[config.mk]
export PLATFORM = sky130hd
export DESIGN_NAME = mem_bus_if
export DESIGN_NICKNAME = d
export VERILOG_FILES = /design/src/rtl/mem_bus_if.sv
export SDC_FILE = /design/constraint.sdc
export NUM_CORES = 1
export LEC_CHECK = 0
export BUFFER_PORTS_ARGS = -buffer_cell sky130_fd_sc_hd__buf_4
export CORE_ASPECT_RATIO = 1.2
export CORE_MARGIN = 3
export CORE_UTILIZATION = 40
export CTS_CLUSTER_DIAMETER = 100
export CTS_CLUSTER_SIZE = 12
export DETAILED_ROUTE_END_ITERATION = 7
export HOLD_SLACK_MARGIN = 0.03
export PLACE_DENSITY = 0.8
export REMOVE_ABC_BUFFERS = 1
export SLEW_MARGIN = 20
export SYNTH_ARGS = -nofsm -noshare
export SYNTH_HDL_FRONTEND = slang
export SYNTH_SLANG_ARGS = --single-unit
[constraint.sdc]
create_clock -name i_clk -period 3 [get_ports i_clk]
set_input_delay 0.15 -clock i_clk [delete_from_list [all_inputs] [get_ports i_clk]]
set_output_delay 0.15 -clock i_clk [all_outputs]
set_load 0.05 [all_outputs]
[src/rtl/mem_bus_if.sv]
// Memory bus bridge between the decoder/datapath and a single external memory port.
// It runs one access at a time with ack-or-timeout completion and a held read-data register.
module mem_bus_if #(
    parameter int TIMEOUT = 16
) (
    input  logic        i_clk,
    input  logic        i_rst,
    input  logic        i_mem_rd,
    input  logic        i_mem_wr,
    input  logic [15:0] i_addr,
    input  logic [15:0] i_wdata,
    output logic [15:0] o_rdata,
    output logic        o_stall,
    output logic        o_err,
    output logic        o_bus_req,
    output logic        o_bus_we,
    output logic [15:0] o_bus_addr,
    output logic [15:0] o_bus_wdata,
    input  logic        i_bus_ack,
    input  logic [15:0] i_bus_rdata
);

    localparam int CW = $clog2(TIMEOUT + 1);
    localparam logic [CW-1:0] TMAX = CW'(TIMEOUT);

    typedef enum logic [1:0] {IDLE, RD, WR} state_t;

    state_t        state_q;
    logic [CW-1:0] cnt_q;
    logic          bus_req_q;
    logic          bus_we_q;
    logic [15:0]   bus_addr_q;
    logic [15:0]   bus_wdata_q;
    logic [15:0]   rdata_q;
    logic          err_q;

    logic          busy;
    logic          accept;
    logic          conflict;
    logic          timeout_hit;
    logic          complete;
    logic [15:0]   rdata_d;

    always_comb begin
        busy        = (state_q != IDLE);
        accept      = (state_q == IDLE) && (i_mem_rd ^ i_mem_wr);
        conflict    = (state_q == IDLE) && i_mem_rd && i_mem_wr;
        // Ack wins over a timeout landing in the same cycle.
        timeout_hit = busy && !i_bus_ack && (cnt_q == TMAX);
        complete    = busy && (i_bus_ack || timeout_hit);
        rdata_d     = rdata_q;
        if (state_q == RD && i_bus_ack)
            rdata_d = i_bus_rdata;
        else if (state_q == RD && timeout_hit)
            rdata_d = 16'hFFFF;
    end

    always_ff @(posedge i_clk or posedge i_rst) begin
        if (i_rst) begin
            state_q     <= IDLE;
            cnt_q       <= '0;
            bus_req_q   <= 1'b0;
            bus_we_q    <= 1'b0;
            bus_addr_q  <= '0;
            bus_wdata_q <= '0;
            rdata_q     <= '0;
            err_q       <= 1'b0;
        end else begin
            err_q <= 1'b0;
            case (state_q)
                IDLE: begin
                    if (conflict) begin
                        err_q <= 1'b1;
                    end else if (accept) begin
                        state_q    <= i_mem_rd ? RD : WR;
                        bus_req_q  <= 1'b1;
                        bus_we_q   <= i_mem_wr;
                        bus_addr_q <= i_addr;
                        cnt_q      <= '0;
                        if (i_mem_wr)
                            bus_wdata_q <= i_wdata;
                    end
                end
                RD, WR: begin
                    if (complete) begin
                        state_q   <= IDLE;
                        bus_req_q <= 1'b0;
                        err_q     <= timeout_hit;
                        if (state_q == RD)
                            rdata_q <= rdata_d;
                    end else if (cnt_q != TMAX) begin
                        cnt_q <= cnt_q + CW'(1);
                    end
                end
                default: state_q <= IDLE;
            endcase
        end
    end

    assign o_stall     = accept || (busy && !complete);
    assign o_rdata     = rdata_d;
    assign o_err       = err_q;
    assign o_bus_req   = bus_req_q;
    assign o_bus_we    = bus_we_q;
    assign o_bus_addr  = bus_addr_q;
    assign o_bus_wdata = bus_wdata_q;

endmodule

# [After elaboration in Yosys (flattened, before gate mapping)]
# Cells that the tools add are included.
# Widths: inputs -> output; s select.
[totals] register_bits=58 latchBits=0 ramBits=0 mem_bits_ro=0 out_inout_bits=52 word_cells=62 memories=0
[op_classes] addsub=1 multipliers=0 div_mod_pow=0 magnitude_cmp=0 eq_ne=9 shift=0 mux=19 n_bitwise=2 n_reduce_logical=23
[op_table] operator="$mux 16" n=2
[op_table] operator="$mux 5" n=4
[op_table] operator="$ne 2x2->1 const B" n=5
[op_table] operator="$pmux 5 s2" n=1
[op_table] operator="$logic_and 1x1->1" n=9
[op_table] operator="$reduce_and 3->1" n=3
[op_table] operator="$mux 2" n=4
[op_table] operator="$reduce_and 4->1" n=2
[op_table] operator="$add 5x1->5 const B" n=1
[op_table] operator="$eq 5x5->1 const B" n=1
[op_table] operator="$mux 1" n=5
[op_table] operator="$ne 5x5->1 const B" n=1
[op_table] operator="$reduce_and 5->1" n=1
[op_table] operator="$pmux 1 s2" n=2
[op_table] operator="$pmux 2 s2" n=1
[op_table] operator="$reduce_bool 2->1" n=2
[op_table] operator="$eq 2x1->1 const B" n=1
[op_table] operator="$eq 2x2->1 const B" n=1
[op_table] operator="$logic_not 1->1" n=2
[op_table] operator="$logic_not 2->1" n=1
[op_table] operator="$logic_or 1x1->1" n=2
[op_table] operator="$reduce_or 2->1" n=1
[op_table] operator="$not 1->1" n=1
[op_table] operator="$xor 1x1->1" n=1

# [Logic depth before layout (Yosys ltp)]
# Gate-level depths: netlist (run 1).
[logic_depth] word_depth=8 ltp_mapped=8 ltp_nobuf=6

# [Least setup slack after synthesis (run 1)]
# No wires, ideal clock.
[synth_path] path_type="reg-to-reg" startpoint="register state_q[0]" endpoint="register cnt_q[3]" arrival_time_ns=2.006 required_time_ns=2.874 path_slack_ns=0.868 path_stages_with_launch=7 path_buffers=0 period_less_slack_ns=2.132 cell_sequence="dfrtp_1 > inv_1 > ha_1 > or2_2 > o2bb2ai_2 > o21ai_2 > a221o_1"
[synth_between] elab_chain_len=7 word_cells_on_any_way=19 cone_classes="6 x eq/ne; 1 x mux; 12 x reduce/logical"
[synth_lines] element="start, declared" line_no="28" source="state_t state_q;"
[synth_lines] element="start signal, assigned" line_no="75" source="state_q <= i_mem_rd ? RD : WR;"
[synth_lines] element="$reduce_bool 2->1" line_no="45" source="busy = (state_q != IDLE);"
[synth_lines] element="$logic_and 1x1->1 (2 in series)" line_no="49" source="timeout_hit = busy && !i_bus_ack && (cnt_q == TMAX);"
[synth_lines] element="$logic_or 1x1->1" line_no="50" source="complete = busy && (i_bus_ack || timeout_hit);"
[synth_lines] element="$logic_and 1x1->1" line_no="50"
[synth_lines] element="$ne 2x2->1 (no source line)"
[synth_lines] element="$reduce_and 5->1 (no source line)"
[synth_lines] element="end signal, assigned" line_no="92" source="cnt_q <= cnt_q + CW'(1);"
[synth_lines] element="end, declared" line_no="29" source="logic [CW-1:0] cnt_q;"
# Parallel ways exist; a longest one is shown, timed or not.
# A chain may end at the register's enable or synchronous reset.

# [Final worst setup path (run 1)]
[layout_path] startpoint="register state_q[0]" endpoint="output port o_rdata[14]"
[layout_between] elab_chain_len=6 word_cells_on_any_way=8 cone_classes="1 x eq/ne; 2 x mux; 5 x reduce/logical"
[layout_lines] element="$reduce_bool 2->1" line_no="45"
[layout_lines] element="$logic_and 1x1->1 (2 in series)" line_no="49"
[layout_lines] element="$logic_and 1x1->1" line_no="54" source="else if (state_q == RD && timeout_hit)"
[layout_lines] element="$mux 16" line_no="54"
[layout_lines] element="$mux 16 (*)" line_no="52" source="if (state_q == RD && i_bus_ack)"
[layout_lines] element="end, declared" line_no="12" source="output logic [15:0] o_rdata,"
# Every way passes the cells marked *; elsewhere a longest branch is shown, timed or not.

==> reports/results.ini, run 1 <==
[setup_path]
reg2reg_to=cnt_q[4]
worst_path_max_stage_delay_ns=0.52
r2r_start=state_q[0]
regToRegSetupSlack_ns=0.89
timing.critical_path.to_type=primary output
worstSetupPathType=flop to primary output
critPathMostFrequentCell=sky130_fd_sc_hd__inv_1
worstPathMaxFanout=16
worstRegToRegCells=6
crit_required_ns=2.85
critPathLaunchType=flop
cp.arrival_ns=2.43
critical-path-slowest-cell=sky130_fd_sc_hd__nor2b_2
crit_path_cell_trace=inv_1, ha_1, inv_1, a21oi_1, nor2b_2, o22a_1, buf_4

[logic_synthesis]
seq_area_frac_synth_pct=56.34
post_synthesis_share_of_cell_area_spent_on_full_adders_half_adders_and_majority_gates_pct=2.428
synth.mux.area_fraction_pct=13.99
synth-seq-cells=58
synth_cell_type_count=36
yosys.area_share.simple_pct=6.702
syn-cell-area_sq_um=2576
syn_area_per_cell_sq_um=13.42
yosys_warnings=0
largest_family_of_logic_cells_by_synthesized_area=compound AO/OA/AOI/OAI gates
synth_compound_gate_area_share_pct=16.71
synth_xor_area_share_pct=0.6314
synthesis.instances=192

[placement]
detailed_place_hpwl_microns=4121
gpl.final_weighted_congestion=0.7388
io_buffers=104

[floorplan]
design.die.area_sq_um=7443
die_width_microns=79.26
initial_core_util_pct=42.04
die_h_microns=93.91
core_region_area_sq_um=6128
core.rowCount=31
floorplan.io_pins=105

[sta]
slew_violations=0
timing_worst_slew_pin_value_ns=0.7016
fin_crit_sh_pct=86.04
fin_skew_ns=0.006136
final.min_clock_period_ns=2.581
final.setup.tns_ns=0
setup_viol=0
fmax_mhz=387.4
timing_hold_violations_final=0
maxSlewHeadroom_pct=53.16
setup_repair_after_global_routing_missed_its_margin=no

[detailed_routing]
vias=1964
residual_drc_count=0
postRouteWirelength_microns=5617
post_drt_wl_per_cell_microns=14.51
detailedRoute.firstPassIterationCount=4
detail_route.iter0.violations=60
postRouteAntennaNets=0
routed_via_density=5.075

[finish]
flow.area_growth_from_synthesis_pct=41.09
fin_nets=359
diodes=0
number_of_fillers_in_the_final_layout=530
multi_input_comb_area_sq_um=1045
drive_gt1_share_pct=52.79
sequential_cell_area_sq_um=1451

[grt]
busiest_layer=met2
first_pass_grt_wire_length_microns=9480
globalRouteOverflowTotal=0
grt_use_met2_pct=29.28
groute.layer.met3.usage_pct=5.566
antenna_violations_before_repair=0
number_of_global_route_vias_before_repair=2149
track_usage_pct=16.28
pin_count_of_the_biggest_net_entering_global_routing=35
groute.layer.met1.usage_pct=17.49

[run_status]
outcome=completed

[min_path]
worst_hold_path.num_cells=2
min_path_type=primary input to flop
holdPathEnd=o_bus_addr[0]
worst_hold_startpoint=i_addr[0]

[cts]
tritoncts=yes
post-cts-setup-buffer-count=0
clock_transition_at_the_registers_of_the_reported_paths_ns=0.06
clock_latency_ns=0.32
h-tree-depth=3
numCtsBuffers=9
postCtsResizedCells=0
cts-hold-fix-buffers=1
cts_buffer_depth=2
cts_sinks=58
ctsRootBufferMaster=sky130_fd_sc_hd__clkbuf_8

[flow_run]
maxCapViolations=0

[registers in the layout, indices dropped and copies added, names as in the netlist]
name / flops
o_bus_addr: 16
o_bus_wdata: 16
rdata_q: 16
cnt_q: 5
state_q: 2
o_bus_req: 1
o_bus_we: 1
o_err: 1
[stage by stage]
stage               setup WS, ns  instances  hold slack, ns  cell area, sq um  utilization, %
finish                    0.4187        387         0.05229              3635           59.31
global route              0.1971        387         0.03596              3635           59.31
CTS                      0.05396        387         0.03477              3632           59.27
detailed placement        0.4059        371          0.3170              3418           55.78
global placement          0.5572        371          0.3113              3418           55.78
floorplan                 0.6665        183          0.2817              2520               -
[how the worst max path moves through the flow]
stage | from | endpoint | slack, ns
floorplan | state_q[0] | cnt_q[3] | 0.67
global placement | state_q[0] | o_rdata[6] | 0.56
detailed placement | state_q[0] | o_rdata[14] | 0.41
CTS | state_q[0] | o_rdata[14] | 0.05
global route | state_q[0] | o_rdata[14] | 0.20
finish | state_q[0] | o_rdata[14] | 0.42
[routing by layer]
layer / vias to the layer above / part of all wire (%)
li1: 936 / -
met1: 959 / 40
met2: 63 / 52
met3: 6 / 7.2
met4: 0 / 0.73
met5: - / 0
[cell usage in the layout, fill, tap and decap left out, types with 3 or more instances in the layout]
cell                       count
sky130_fd_sc_hd__buf_4       106
sky130_fd_sc_hd__dfrtp_1      58
sky130_fd_sc_hd__o22a_1       32
sky130_fd_sc_hd__mux2_2       31
sky130_fd_sc_hd__clkbuf_8     12
sky130_fd_sc_hd__nand2_1       6
sky130_fd_sc_hd__inv_1         6
sky130_fd_sc_hd__o21ai_0       5
sky130_fd_sc_hd__ha_1          5
sky130_fd_sc_hd__nand3_1       4
sky130_fd_sc_hd__nor2_1        4
sky130_fd_sc_hd__a21oi_1       3
sky130_fd_sc_hd__and3_1        3
[cells in the mapped netlist, drive strengths merged]
cell | number | area [sq um]
dfrtp | 58 | 1451
mux2 | 32 | 360.3
o22a | 32 | 280.3
inv | 7 | 26.28
nand2 | 7 | 33.78
o21ai | 6 | 33.78
buf | 5 | 40.04
ha | 5 | 62.56
nor2 | 5 | 21.27
clkbuf | 4 | 16.26
nand3 | 4 | 20.02
a21oi | 3 | 15.01
and3 | 3 | 18.77
a221o | 2 | 20.02
a32o | 2 | 20.02
nor2b | 2 | 12.51
nor3 | 2 | 10.01
nor3b | 2 | 26.28
o31ai | 2 | 15.01
a21o | 1 | 7.510
a32oi | 1 | 8.760
and4bb | 1 | 16.27
nand3b | 1 | 7.510
o22ai | 1 | 6.260
o2bb2ai | 1 | 15.01
o311ai | 1 | 8.760
or2 | 1 | 6.260
xor2 | 1 | 16.27
[cells by family after synthesis]
| logic type | after synthesis |
|---|---|
| flops | 58 |
| compound gates | 52 |
| mux | 32 |
| simple gates | 28 |
| buf+inv | 16 |
| fa+ha+maj | 5 |
| xor+xnor | 1 |
[critical path: cells and delay by family (launching register included)]
family | cells | cell delay [ns]
AND/OR/NAND/NOR | 1 | 0.52
buffers and inverters | 3 | 0.42
flip-flops | 1 | 0.42
adder cells (fa/ha/maj) | 1 | 0.40
AO/OA/AOI/OAI | 2 | 0.34
[cell type report]
cell class,count,area share [%]
multi-input combinational,118,28.74
tap,82,2.823
timing repair buffer,107,22.17
clock buffer,13,4.647
clock inverter,2,0.9639
inverter,7,0.7229
sequential,58,39.93
Power of run 1 is not shown: default switching activity piles up to over one toggle a cycle in this logic, so the estimate is an artifact.
==> inputs of run 2 (changes only) <==
- CORE_MARGIN: 3 -> 4
- MAX_ROUTING_LAYER: default -> met4
==> run 2 against run 1 <==
  * Non-clock buffer count grew 6
  * Sequential share of layout area shrank 0.89 points
  * Fmax grew 4.7%
==> reports/results.ini, run 2 (synthesized netlist as in run 1, its figures left out) <==
[grt]
pin_count_of_the_biggest_net_entering_global_routing=32
number_of_global_route_vias_before_repair=2209
first_pass_grt_wire_length_microns=9708
grt_use_met2_pct=29.14
globalRouteOverflowTotal=0
track_usage_pct=16.91
antenna_violations_before_repair=0
groute.layer.met3.usage_pct=5.243
groute.layer.met1.usage_pct=17.30
busiest_layer=met2

[cts]
h-tree-depth=3
tritoncts=yes
numCtsBuffers=9
cts_buffer_depth=2
clock_transition_at_the_registers_of_the_reported_paths_ns=0.07
ctsRootBufferMaster=sky130_fd_sc_hd__clkbuf_8
cts_sinks=58
clock_latency_ns=0.32

[setup_path]
worst_path_max_stage_delay_ns=0.50
worstSetupPathType=flop to primary output
cp.arrival_ns=2.32
crit_path_cell_trace=inv_1, ha_1, and4bb_4, a21oi_1, nor2b_2, o22a_1, buf_4
worstPathMaxFanout=16
worstPathBufferInverterCount=2
crit_required_ns=2.85
critical-path-top-delay-family=simple AND/OR/NAND/NOR gates
critical-path-slowest-cell=sky130_fd_sc_hd__nor2b_2
critPathLaunchType=flop
timing.critical_path.to_type=primary output

[finish]
fin_nets=365
drive_gt1_share_pct=52.24
layout_commonest_cell=sky130_fd_sc_hd__buf_4
number_of_fillers_in_the_final_layout=526
post_layout_nonfiller_instances=394
fin_area_sq_um=3717
flow.area_growth_from_synthesis_pct=44.29
diodes=0
mostFrequentLayoutCells=107 x sky130_fd_sc_hd__buf_4, 58 x sky130_fd_sc_hd__dfrtp_1, 32 x sky130_fd_sc_hd__o22a_1

[sta]
fin_skew_ns=0.007018
slew_violations=0
maxSlewHeadroom_pct=56.63
fmax_mhz=405.6
final.setup.tns_ns=0
setup_viol=0
final.min_clock_period_ns=2.466
setup_repair_after_global_routing_missed_its_margin=no
timing_hold_violations_final=0
hold-worst-slack_ns=0.05165
timing_worst_slew_pin_value_ns=0.6495
fin_crit_sh_pct=82.19

[floorplan]
core_region_area_sq_um=6128
floorplan.io_pins=105
design.die.area_sq_um=7794
initial_core_util_pct=42.04
die_h_microns=95.91
core.rowCount=31
die_width_microns=81.26

[power_and_ir_drop]
power_density_nw_per_um2=1373
power.static_leakage_nw=1.727
peak_ir_drop_on_the_vdd_network_mv=0.7799

[detailed_routing]
vias=2023
post_drt_wl_per_cell_microns=15.20
postRouteAntennaNets=0
routed_via_density=5.135
postRouteWirelength_microns=5989
detailedRoute.firstPassIterationCount=3
detail_route.iter0.violations=66
residual_drc_count=0

[min_path]
min_path_type=primary input to flop

[placement]
gpl.final_weighted_congestion=0.8226
place.detailed.instances=372
detailed_place_hpwl_microns=4397
io_buffers=104
placed_cell_area_sq_um=3426

[run_status]
outcome=completed

[flow_run]
maxCapViolations=0

run 2: changes by cell type in the layout (fill, tap and decap cells not counted):
cell	previous run	this run
sky130_fd_sc_hd__clkbuf_8	12	11
sky130_fd_sc_hd__dlygate4sd3_1	1	6
sky130_fd_sc_hd__clkinv_4	0	1
sky130_fd_sc_hd__bufinv_16	1	2
sky130_fd_sc_hd__buf_4	106	107
run 2: final timing paths:
kind                             from              to  slack, ns  cells past startpoint
max                          cnt_q[1]     o_rdata[12]       0.53                      7
min                        i_addr[13]  o_bus_addr[13]       0.05                      2
max reg2reg                state_q[0]        cnt_q[3]       0.96                      7
min reg2reg                  o_bus_we        o_bus_we       0.49                      2
max in group asynchronous       i_rst  o_bus_wdata[5]       1.69                      4
min in group asynchronous       i_rst   o_bus_addr[6]       0.50                      3
run 2: final cells by class:
| cell class | count | area (sq um) | area share (%) |
|---|---|---|---|
| flip-flops and latches | 58 | 1451 | 39.04 |
| multi-input cells | 118 | 1045 | 28.10 |
| repair buffers | 113 | 863.3 | 23.22 |
| clock buffers | 12 | 155.1 | 4.174 |
| well taps | 82 | 102.6 | 2.760 |
| clock inverters | 4 | 73.82 | 1.986 |
| inverters | 7 | 26.28 | 0.7068 |
run 2: metrics by stage:
stage / setup slack, ns / util (%) / power [mW]
after floorplan: 0.6665 / - / 3.444
after global placement: 0.6390 / 55.90 / 4.262
after detailed placement: 0.5090 / 55.90 / 4.321
after CTS: 0.1386 / 60.62 / 5.159
after global routing: 0.3452 / 60.66 / 5.366
final: 0.5344 / 60.66 / 5.102
run 2: metal layers:
metal  vias up  routed length, microns
met5         -                       0
met4         0                     129
met3        12                     398
met2        71                    3039
met1       991                    2421
li1        949                       -
run 2: where the power goes:
| part | internal [mW] | total (mW) | switching, mW | leakage, nW |
|---|---|---|---|---|
| logic | 1.00 | 2.92 | 1.92 | 0.924 |
| registers | 1.16 | 1.38 | 0.215 | 0.687 |
| clock network | 0.513 | 0.808 | 0.295 | 0.117 |
| total | 2.67 | 5.10 | 2.43 | 1.73 |
run 2: repair_timing:
item / CTS / global route
buffers inserted: 0 / 0
hold buffers: 6 / 0
gates resized for setup: 0 / 0
endpoints found under the hold margin: 35 / 0
Note: power is estimated with default switching activity, not from simulation.
==> inputs of run 3 (changes only) <==
- PLACE_DENSITY: 0.8 -> 0.83
- clock period: 3 -> 2 ns (I/O delays scaled with it)
==> run 3 against run 2 <==
  * Critical path depth is 1 higher
  * Final cell count is 16% higher
  * Critical path type unchanged
  * Global-route usage is 3.2 points higher
  * Clock skew is 0.0046 ns higher
  * Non-clock buffer count is 63 higher
  * Highest routed layer unchanged
  * Clock-buffer cell count is 1 lower
==> reports/results.ini, run 3 (synthesized netlist as in run 1, its figures left out) <==
[finish]
number_of_fillers_in_the_final_layout=432
diodes=0
fin_area_sq_um=4405
drive_gt1_share_pct=49.33
mostFrequentLayoutCells=108 x sky130_fd_sc_hd__buf_4, 58 x sky130_fd_sc_hd__dfrtp_1, 49 x sky130_fd_sc_hd__dlygate4sd3_1
fin_nets=428
layout_commonest_cell=sky130_fd_sc_hd__buf_4
flow.area_growth_from_synthesis_pct=71.01
final_core_utilization_pct=71.89

[setup_path]
worst_path_max_stage_delay_ns=0.36
worstPathMaxFanout=16
crit_required_ns=1.90
crit_path_cell_trace=inv_1, ha_1, and4bb_4, a21oi_4, nor2b_4, buf_12, o22a_1, buf_6
worstSetupPathType=flop to primary output
critPathLaunchType=flop
worstPathBufferInverterCount=3
critical-path-slowest-cell=sky130_fd_sc_hd__dfrtp_1
cp.arrival_ns=1.87
timing.critical_path.to_type=primary output
critical-path-top-delay-family=compound AO/OA/AOI/OAI gates

[floorplan]
floorplan.io_pins=105
initial_core_util_pct=42.04
die_h_microns=95.91
core_region_area_sq_um=6128
core.rowCount=31
die_width_microns=81.26
design.die.area_sq_um=7794

[cts]
numCtsBuffers=9
tritoncts=yes
ctsRootBufferMaster=sky130_fd_sc_hd__clkbuf_8
clock_transition_at_the_registers_of_the_reported_paths_ns=0.07
h-tree-depth=3
cts_sinks=58
cts_buffer_depth=2
clock_latency_ns=0.33

[sta]
slew_violations=0
fmax_mhz=507.1
setup_viol=0
final.min_clock_period_ns=1.972
timing_hold_violations_final=0
fin_skew_ns=0.01159
fin_crit_sh_pct=98.61
timing_worst_slew_pin_value_ns=0.5518
setup_repair_after_global_routing_missed_its_margin=yes
maxSlewHeadroom_pct=63.16

[power_and_ir_drop]
power_density_nw_per_um2=1876
total_switching_power_mw=3.880
seq_power_share_pct=24.9
peak_ir_drop_on_the_vdd_network_mv=1.143
share_comb_of_total_power_pct=60.7
power_frac_clock_pct=14.4
swShare_pct=46.96
internal_power_mw=4.383
power.static_leakage_nw=2.034

[flow_run]
maxCapViolations=0

[detailed_routing]
vias=2308
residual_drc_count=0
detail_route.iter0.violations=152
post_drt_wl_per_cell_microns=16.76
routed_via_density=5.050
detailedRoute.firstPassIterationCount=4
postRouteAntennaNets=0
postRouteWirelength_microns=7659

[grt]
first_pass_grt_wire_length_microns=11540
number_of_global_route_vias_before_repair=2498
globalRouteOverflowTotal=0
pin_count_of_the_biggest_net_entering_global_routing=28
antenna_violations_before_repair=0
track_usage_pct=20.16

[placement]
detailed_place_hpwl_microns=4600
gpl.final_weighted_congestion=0.7709
io_buffers=104
placed_cell_area_sq_um=3523

[run_status]
outcome=completed

[min_path]
min_path_type=primary input to flop

## run 3: area by class of cell
class / instances / area [sq um] / share of cell area [%]
inverters: 7 / 26.28 / 0.5964
clock inverters: 5 / 77.57 / 1.761
flip-flops and latches: 58 / 1451 / 32.95
well taps: 82 / 102.6 / 2.329
repair buffers: 176 / 1528 / 34.68
clock buffers: 11 / 141.4 / 3.209
multi-input cells: 118 / 1079 / 24.48
## run 3: through the flow
stage	total power [mW]	hold WS, ns	instances	setup slack, ns	setup TNS [ns]
6_report	8.263	0.1273	457	0.02783	0
5_1_grt	8.615	0.1401	457	-0.05174	-0.3366
4_1_cts	7.991	0.1071	451	0.003069	0
3_5_place_dp	6.631	0.1903	385	-0.3381	-5.119
3_3_place_gp	6.525	0.1813	385	-0.1790	-2.703
2_1_floorplan	5.165	0.2317	183	-0.3335	-4.187
## run 3: worst paths after layout
check,start,end,slack (ns),cells after the start
worst max-delay path,cnt_q[0],o_rdata[13],0.03,8
worst min-delay path,i_mem_wr,o_err,0.13,3
worst max register to register,state_q[1],cnt_q[2],0.21,8
worst min register to register,o_bus_we,o_bus_we,0.48,2
max in group asynchronous,i_rst,o_bus_addr[1],0.90,4
min in group asynchronous,i_rst,rdata_q[4],0.40,3
## run 3: tightest hold or removal path: stages
cell	delay [ns]
sky130_fd_sc_hd__buf_4	0.12
sky130_fd_sc_hd__a32oi_1	0.10
sky130_fd_sc_hd__nor2_1	0.09
## run 3: power by group through the flow
stage | Clock (mW) | Sequential (mW) | Combinational, mW
3_5_place_dp | 0 | 2.06 | 4.57
6_report | 1.19 | 2.05 | 5.01
5_1_grt | 1.26 | 2.11 | 5.25
4_1_cts | 1.21 | 2.04 | 4.74
3_3_place_gp | 0 | 2.03 | 4.50
2_1_floorplan | 0 | 3.28 | 1.89
## run 3: routing by layer
metal / vias up / track usage [%] / wire length [microns]
li1: 1073 / - / -
met1: 1148 / 21.43 / 2853
met2: 71 / 36.28 / 4331
met3: 16 / 3.184 / 291
met4: 0 / 9.296 / 183
met5: - / - / 0
## run 3: what timing repair did
item,CTS,global route
pin swaps,0,10
gates cloned,0,0
setup endpoints to repair,17,33
gates resized for setup,9,17
hold buffers,49,0
hold endpoints to repair,73,0
setup buffers,1,6
